===== config.mk =====
export PLATFORM = sky130hd
export DESIGN_NAME = i2s_frame_scheduler
export DESIGN_NICKNAME = d
export VERILOG_FILES = /design/src/rtl/i2s_frame_scheduler.sv
export SDC_FILE = /design/constraint.sdc
export NUM_CORES = 1
export LEC_CHECK = 0
export ABC_AREA = 1
export CAP_MARGIN = 20
export CORE_UTILIZATION = 40
export CTS_CLUSTER_DIAMETER = 100
export DETAILED_ROUTE_END_ITERATION = 12
export PLACE_DENSITY = 0.68
export SETUP_SLACK_MARGIN = 0.5
export SYNTH_ARGS = -nofsm -noshare
export SYNTH_HDL_FRONTEND = slang
export SYNTH_SLANG_ARGS = --single-unit

===== constraint.sdc =====
create_clock -name clk -period 4.2 [get_ports clk]
set_clock_uncertainty 0.05 [all_clocks]
set_input_delay 0.84 -clock clk [delete_from_list [all_inputs] [get_ports clk]]
set_output_delay 0.84 -clock clk [all_outputs]
set_load 0.02 [all_outputs]

===== src/rtl/i2s_frame_scheduler.sv =====
// I2S frame scheduler: divides clk into MCLK/SCLK/LRCK and fetches one stereo sample per frame.
// Outputs update on the edge that ends the fetch cycle (visible at div_cnt==0); sources are strobed, never stalled.
module i2s_frame_scheduler #(
  parameter int MCLK_BIT         = 1,
  parameter int SCLK_BIT         = 4,
  parameter int LRCK_BIT         = 9,
  parameter bit HOLD_ON_UNDERRUN = 1'b0
) (
  input  logic        clk,
  input  logic        reset,
  input  logic [1:0]  mode,
  input  logic        src0_valid,
  input  logic [15:0] src0_left,
  input  logic [15:0] src0_right,
  output logic        src0_ready,
  input  logic        src1_valid,
  input  logic [15:0] src1_left,
  input  logic [15:0] src1_right,
  output logic        src1_ready,
  output logic [15:0] out_left,
  output logic [15:0] out_right,
  output logic        mclk,
  output logic        lrck,
  output logic        sclk,
  output logic        frame_tick,
  output logic [15:0] underrun_cnt
);

  localparam int            DW       = LRCK_BIT + 1;
  localparam logic [DW-1:0] DIV_ONE  = {{(DW-1){1'b0}}, 1'b1};
  localparam logic [DW-1:0] DIV_LAST = {DW{1'b1}};
  localparam logic [DW-1:0] DIV_PRE  = {{(DW-1){1'b1}}, 1'b0};

  logic [DW-1:0]      div_cnt;
  logic               fetch;
  logic               take0, take1;
  logic               underrun;
  logic [15:0]        nxt_left, nxt_right;
  logic [15:0]        a_l, a_r, b_l, b_r;
  logic signed [16:0] sum_l, sum_r;

  assign mclk  = div_cnt[MCLK_BIT];
  assign sclk  = div_cnt[SCLK_BIT];
  assign lrck  = div_cnt[LRCK_BIT];
  assign fetch = (div_cnt == DIV_LAST);

  // Ready is only ever high in the fetch cycle, so ready & valid is the handshake.
  assign take0 = src0_ready & src0_valid;
  assign take1 = src1_ready & src1_valid;

  assign a_l   = take0 ? src0_left  : 16'd0;
  assign a_r   = take0 ? src0_right : 16'd0;
  assign b_l   = take1 ? src1_left  : 16'd0;
  assign b_r   = take1 ? src1_right : 16'd0;
  assign sum_l = $signed({a_l[15], a_l}) + $signed({b_l[15], b_l});
  assign sum_r = $signed({a_r[15], a_r}) + $signed({b_r[15], b_r});

  function automatic logic [15:0] clamp16(input logic signed [16:0] s);
    case (s[16:15])
      2'b01:   clamp16 = 16'h7FFF;
      2'b10:   clamp16 = 16'h8000;
      default: clamp16 = s[15:0];
    endcase
  endfunction

  always_comb begin
    nxt_left  = out_left;
    nxt_right = out_right;
    underrun  = 1'b0;
    case (mode)
      2'd0: begin
        if (take0) begin
          nxt_left  = src0_left;
          nxt_right = src0_right;
        end else begin
          underrun = 1'b1;
        end
      end
      2'd1: begin
        if (take1) begin
          nxt_left  = src1_left;
          nxt_right = src1_right;
        end else if (take0) begin
          nxt_left  = src0_left;
          nxt_right = src0_right;
        end else begin
          underrun = 1'b1;
        end
      end
      2'd2: begin
        if (take0 || take1) begin
          nxt_left  = clamp16(sum_l);
          nxt_right = clamp16(sum_r);
        end else begin
          underrun = 1'b1;
        end
      end
      default: begin
        nxt_left  = 16'd0;
        nxt_right = 16'd0;
      end
    endcase
    if (underrun && !HOLD_ON_UNDERRUN) begin
      nxt_left  = 16'd0;
      nxt_right = 16'd0;
    end
  end

  always_ff @(posedge clk) begin
    if (reset) begin
      div_cnt      <= '0;
      src0_ready   <= 1'b0;
      src1_ready   <= 1'b0;
      frame_tick   <= 1'b0;
      out_left     <= 16'd0;
      out_right    <= 16'd0;
      underrun_cnt <= 16'd0;
    end else begin
      div_cnt    <= div_cnt + DIV_ONE;
      src0_ready <= (div_cnt == DIV_PRE);
      src1_ready <= (div_cnt == DIV_PRE) && (mode != 2'd0);
      frame_tick <= fetch;
      if (fetch) begin
        out_left  <= nxt_left;
        out_right <= nxt_right;
        if (underrun && underrun_cnt != 16'hFFFF)
          underrun_cnt <= underrun_cnt + 16'd1;
      end
    end
  end

endmodule


==> results of run 1 <==
synth_stat cells (all sizes together) (15+ instances only):
cell     instances
a21oi          105
ha              39
a2bb2oi         21
o21ai           33
clkbuf          15
buf             18
inv            151
dfxtp           61
nand3           65
nor3            18
nand2          269
nor2           110
registers in the layout, indices dropped and copies added (netlist names):
signal        cells
src1_ready        1
underrun_cnt     16
out_left         16
src0_ready        1
frame_tick        1
div_cnt          10
out_right        16
logic make-up after synthesis:
kind of cell             after synthesis  share of synthesized area, %
adder cells (fa/ha/maj)               41                          8.92
XOR/XNOR                              14                          2.07
buffers and inverters                185                          12.8
flip-flops                            61                          20.6
AO/OA/AOI/OAI                        183                          19.0
AND/OR/NAND/NOR                      481                          36.6
timing repair:
action | in CTS | in global routing
cloned | 1 | 1
resized for setup | 19 | 39
pin swaps | 6 | 13
setup buffers | 4 | 7
endpoints found under the hold margin | 0 | 0
setup endpoints to repair | 16 | 32
worst max-delay path, cell delays in order:
cell and delay [ns]:
clkdlybuf4s15_1 0.22, nand2_4 0.16, bufbuf_16 0.30, nor2_2 0.05, ha_1 0.32, buf_4 0.16
nand3_1 0.10, nor2_1 0.05, nor2_1 0.14, nand2_2 0.09, xor2_2 0.16, inv_1 0.09
ha_4 0.31, clkinvlp_4 0.17, a21oi_1 0.15, o21ai_0 0.09, nand2_1 0.07, o211ai_1 0.08
nand2_1 0.09, a21oi_1 0.05
stage by stage:
step	hold slack, ns	util [%]	instance area (um^2)
after CTS	0.419	54.6	7900
after global routing	0.451	55.9	8100
after global placement	0.397	51.7	7480
final	0.410	55.9	8100
after detailed placement	0.404	51.7	7480
after floorplan	0.379	-	5960
layout make-up:
class	count	area, um^2	share of cell area, %
inverter	152	577	7.12
clock inverter	6	63.8	0.788
clock buffer	10	229	2.83
timing repair buffer	171	1650	20.3
tap	184	230	2.84
multi-input combinational	719	4130	51.0
sequential	61	1220	15.1
worst paths after layout:
check             startpoint             to  slack, ns  cells past startpoint
hold reg to reg   div_cnt[0]     div_cnt[0]       0.41                      1
setup reg to reg  src0_ready  out_right[12]       0.98                     19
hold / removal    div_cnt[0]     div_cnt[0]       0.41                      1
setup / recovery  src0_valid  out_right[12]       0.66                     20
layer usage:
metal	global-route usage [%]	share of wire (%)
met2	38.2	46
met4	7.08	1.3
met1	30.6	46
met3	5.17	6.4
met5	0	0
where the power goes:
part	switching [uW]	internal, uW
registers	2.50	581
logic	57.5	74.7
clock network	304	458
total	364	1110
==> results_dict.tcl, run 1 <==
set metrics [dict create \
    status "finished, final reports clean" \
    finalSetupViolCount 0 \
    p_leak_uw 0.00391 \
    tightest_slew_ns 0.715 \
    synth.net_count 1076 \
    pwr_density_cell_nw_per_um2 183 \
    synthTopCellsByArea "dfxtp_1 21%, nand2_1 16%, inv_1 9.2%, ha_1 8.2%, a21oi_1 7.6%" \
    boundaryPins 124 \
    synthesis.area_um2 5920 \
    rsz0062_at_grt "yes" \
    clock_latency_ns 0.35 \
    synth_cells 965 \
    period_minus_slack_ns 3.54 \
    dieWidth_um 124 \
    finalWeightedCongestion 0.938 \
    ctsHoldBuffers 0 \
    slew_headroom_pct 52.3 \
    layout_commonest_cell "nand2_1" \
    port_buffers 123 \
    rows 44 \
    dieHeight_um 124 \
    path_class "in -> reg" \
    power_uw 1480 \
    avgSynthCellArea_um2 6.14 \
    arrival_ns 3.69 \
    synthFlopType "dfxtp_1" \
    ir_worst_vdd_mv 0.182 \
    via_per_inst 5.06 \
    first_global_vias 6063 \
    dp_hpwl_mm 12.6 \
    initial_utilization_pct 40.9 \
    critPathLaunchType "input port" \
    die-area_um2 15300 \
    synth_edf_count 0 \
    clock-sinks 61 \
    final.setup.tns_ns 0 \
    hold_violations 0 \
    final_layout_size_suffix_gt1_share_pct 15.7 \
    drc 0 \
    finalWirelength_mm 17.5 \
    ctsHtreeMaxLevel 3 \
    dr.pass1.iters 5 \
    antenna-diode-count 0 \
    ys_ff_latch 61 \
    grt_pass1_wl_mm 28.3 \
    setup_slack_ns 0.663 \
    fin_crit_sh_pct 84.2 \
    layout.cells.non_filler 1303 \
    cts.reportedPaths.clkPinSlew_ns 0.05 \
    wl_per_cell_um 13.4 \
    core_um2 14500 \
    grt_remaining_overflow 0 \
    cts_tree "yes" \
    yosysWarnings 0 \
    synth_top_area_cell "dfxtp_1" \
    antenna_found_initial 0 \
    cap_violations 0 \
    preCtsSetupSlack_ns -0.0683 \
    synth_top_area_share_pct 20.6 \
    cp_max_fo 11 \
    worstPathRequired_ns 4.35 \
    nets 1225 \
    end_kind "flip-flop" \
    cts-root-buf "clkbuf_16" \
    synthArstFlopShare_pct 0 \
    grt_start_max_net_pins 48 \
    place_inst 1274 \
    fmax_mhz 283 \
    area_delta_synth_final_pct 36.7 \
    fill_cells 1409 \
    synth.distinct_cells 46 \
    ant_nets 0 \
    final_cell_mix "243 x nand2_1, 144 x inv_1, 120 x clkdlybuf4s50_1" \
    cts-buffers-inserted 9 \
    drtIter0Drc 415 \
    drv_slew 0 \
    track_usage_pct 23.4 \
    holdCritPathClass "reg -> reg" \
    vias 6599 \
    cts_buffer_depth 2 \
    ys_seq_area_share_pct 20.6 \
]
(Power assumes the default switching activity.)
==> run 2, diff against run 1 <==
Settings changed: PLACE_DENSITY 0.68 to 0.65.
Clock period 4.2 ns to 3.3 ns, I/O delays scaled along.
==> run 2 against run 1 <==
  * The flow now finishes with violations (setup timing)
  * Total power up 28%
  * Register-to-register slack got worse by 1.1 ns
  * Sequential power grew 27%
  * Cell area is 32% higher
  * Utilization is 18 points higher
  * Critical endpoint is now out_right[5]
  * Largest cell class unchanged
  * Largest power group unchanged
==> results_dict.tcl, run 2 (synthesized netlist as in run 1, its figures left out) <==
set metrics [dict create \
    power_uw 1890 \
    layout_commonest_cell "nand2_1" \
    ctsHoldBuffers 0 \
    antenna_found_initial 0 \
    nets 1417 \
    crit_path_max_incr_delay_ns 0.47 \
    rows 44 \
    wl_met1_mm 10.2 \
    rrSetupSlack_ns -0.11 \
    swShare_pct 28.4 \
    ir_worst_vdd_mv 0.230 \
    power.switching_uw 536 \
    cp_slowest_cell "dfxtp_4" \
    intPower_uw 1350 \
    cts.reportedPaths.clkPinSlew_ns 0.07 \
    slew_headroom_pct 46.8 \
    ctsHtreeMaxLevel 3 \
    track_usage_pct 31.0 \
    worstPathRequired_ns 3.48 \
    dp_hpwl_mm 13.5 \
    antenna-diode-count 0 \
    rsz0062_at_grt "yes" \
    vias 8070 \
    wl_met3_mm 2.03 \
    path_cells "nand2_8, nor2_4, ha_4, fa_2, nand3_2, nand2_2, a21boi_2, nor3_2, nand2_1, nand2_2, nand2_2, a22oi_2, ha_4, buf_6, buf_8, nand2_1, o21ai_2, o221ai_1, nand2_1, a21oi_1" \
    arrival_ns 3.59 \
    dr_wl_met2_mm 11.8 \
    tightest_slew_ns 0.797 \
    status "complete, but fails checks" \
    holdWs_ns 0.422 \
    grt_start_max_net_pins 48 \
    final.setup.tns_ns -0.264 \
    finalWeightedCongestion 0.882 \
    hold_depth 1 \
    critPathLaunchType "flip-flop" \
    end_kind "flip-flop" \
    crit_buf_inv 2 \
    grt_remaining_overflow 0 \
    cap_violations 0 \
    crit_family "simple AND/OR/NAND/NOR gates" \
    r2r_end "out_right[5]" \
    clock_latency_ns 0.35 \
    cts_buffer_depth 2 \
    min_from "div_cnt[5]" \
    dieHeight_um 124 \
    area_delta_synth_final_pct 80.3 \
    setup_slack_ns -0.109 \
    final_cell_mix "210 x nand2_1, 207 x buf_4, 114 x inv_1" \
    stdcell_area_um2 10700 \
    ant_nets 0 \
    violations "setup timing" \
    boundaryPins 124 \
    drtIter0Drc 664 \
    cp_max_fo 11 \
    drv_slew 0 \
    whs_endpoint "div_cnt[5]" \
    die-area_um2 15300 \
    p_seq_share_pct 39.3 \
    reg_top3 "out_left x16, out_right x16, underrun_cnt x16" \
    clock-sinks 61 \
    wl_per_cell_um 16.8 \
    holdCritPathClass "reg -> reg" \
    dieWidth_um 124 \
    drc 0 \
    fill_cells 974 \
    final_layout_size_suffix_gt1_share_pct 40.0 \
    period_minus_slack_ns 3.41 \
    ff2ff_path_depth 20 \
    p_leak_uw 0.00501 \
    fmax_mhz 293 \
    finalWirelength_mm 25.2 \
    startpoint "src0_ready" \
    grt_pass1_wl_mm 37.1 \
    cts-buffers-inserted 9 \
    clkPwrFrac_pct 50.6 \
    dpl_cell_area_um2 8190 \
    fin_crit_sh_pct 103 \
    pwr_density_cell_nw_per_um2 177 \
    preCtsSetupSlack_ns -1.00 \
    r2r_start "src0_ready" \
    cts-root-buf "clkbuf_16" \
    first_global_vias 7609 \
    p_comb_share_pct 10.1 \
    cts_tree "yes" \
    path_class "reg -> reg" \
    top_layer_used "met4" \
    dr.pass1.iters 6 \
    via_per_inst 5.40 \
    initial_utilization_pct 40.9 \
    core_um2 14500 \
    hold_violations 0 \
    port_buffers 123 \
    finalSetupViolCount 6 \
]
[run 2: cell types whose count changed in the layout (fill, tap and decap cells not counted), moves of 13 or more]
cell	before	now
nand2_2	21	39
ha_1	34	13
nor2_1	93	55
nand2_1	243	210
inv_1	144	114
dlygate4sd2_1	0	25
nand3_1	43	29
buf_4	44	207
inv_2	5	34
ha_4	4	26
clkdlybuf4s50_1	120	93
nor2_4	2	30
buf_6	1	14
[run 2: through the flow]
stage / util [%] / std cells
after floorplan: - / 965
after global placement: 56.5 / 1363
after detailed placement: 56.5 / 1363
after CTS: 70.8 / 1484
after global routing: 73.7 / 1495
final: 73.7 / 1495
[run 2: how the worst max path moves through the flow]
stage	endpoint	slack (ns)	cells past startpoint
global placement	out_right[5]	-0.90	18
global route	out_right[5]	-0.24	20
detailed placement	out_right[0]	-1.00	19
finish	out_right[5]	-0.11	20
floorplan	out_right[6]	-0.04	22
CTS	out_right[4]	0.24	24
[run 2: area by class of cell]
cell class	instances	area [um^2]	area share [%]
Multi-Input combinational cell	722	5110	47.9
Timing Repair Buffer	360	3240	30.3
Sequential cell	61	1230	11.5
Inverter	152	589	5.52
Tap cell	184	230	2.16
Clock buffer	9	225	2.11
Clock inverter	7	56.3	0.527
[run 2: timing repair]
action	4_1_cts	5_1_grt
gates resized for setup	282	71
pin swaps	131	72
setup endpoints to repair	36	32
cloned	5	1
setup buffers	100	10
[run 2: metal layers]
layer	vias to the layer above	global-route usage, %
li1	3813	-
met1	3714	39.9
met2	434	52.0
met3	109	4.62
met4	0	11.8
met5	-	0
[run 2: worst register-to-register path, delay by kind of cell, from the launching register on]
| family | cells | cell delay, ns |
|---|---|---|
| buffers and inverters | 2 | 0.28 |
| adder cells (fa/ha/maj) | 3 | 0.63 |
| flip-flops | 1 | 0.47 |
| AO/OA/AOI/OAI | 5 | 0.73 |
| AND/OR/NAND/NOR | 10 | 1.12 |
[run 2: power groups by stage]
stage               Sequential [uW]  Combinational [uW]  Clock, uW
CTS                             741                 179        959
finish                          741                 190        955
global route                    741                 203        981
floorplan                       760                59.0          0
detailed placement              759                 167          0
global placement                759                 167          0
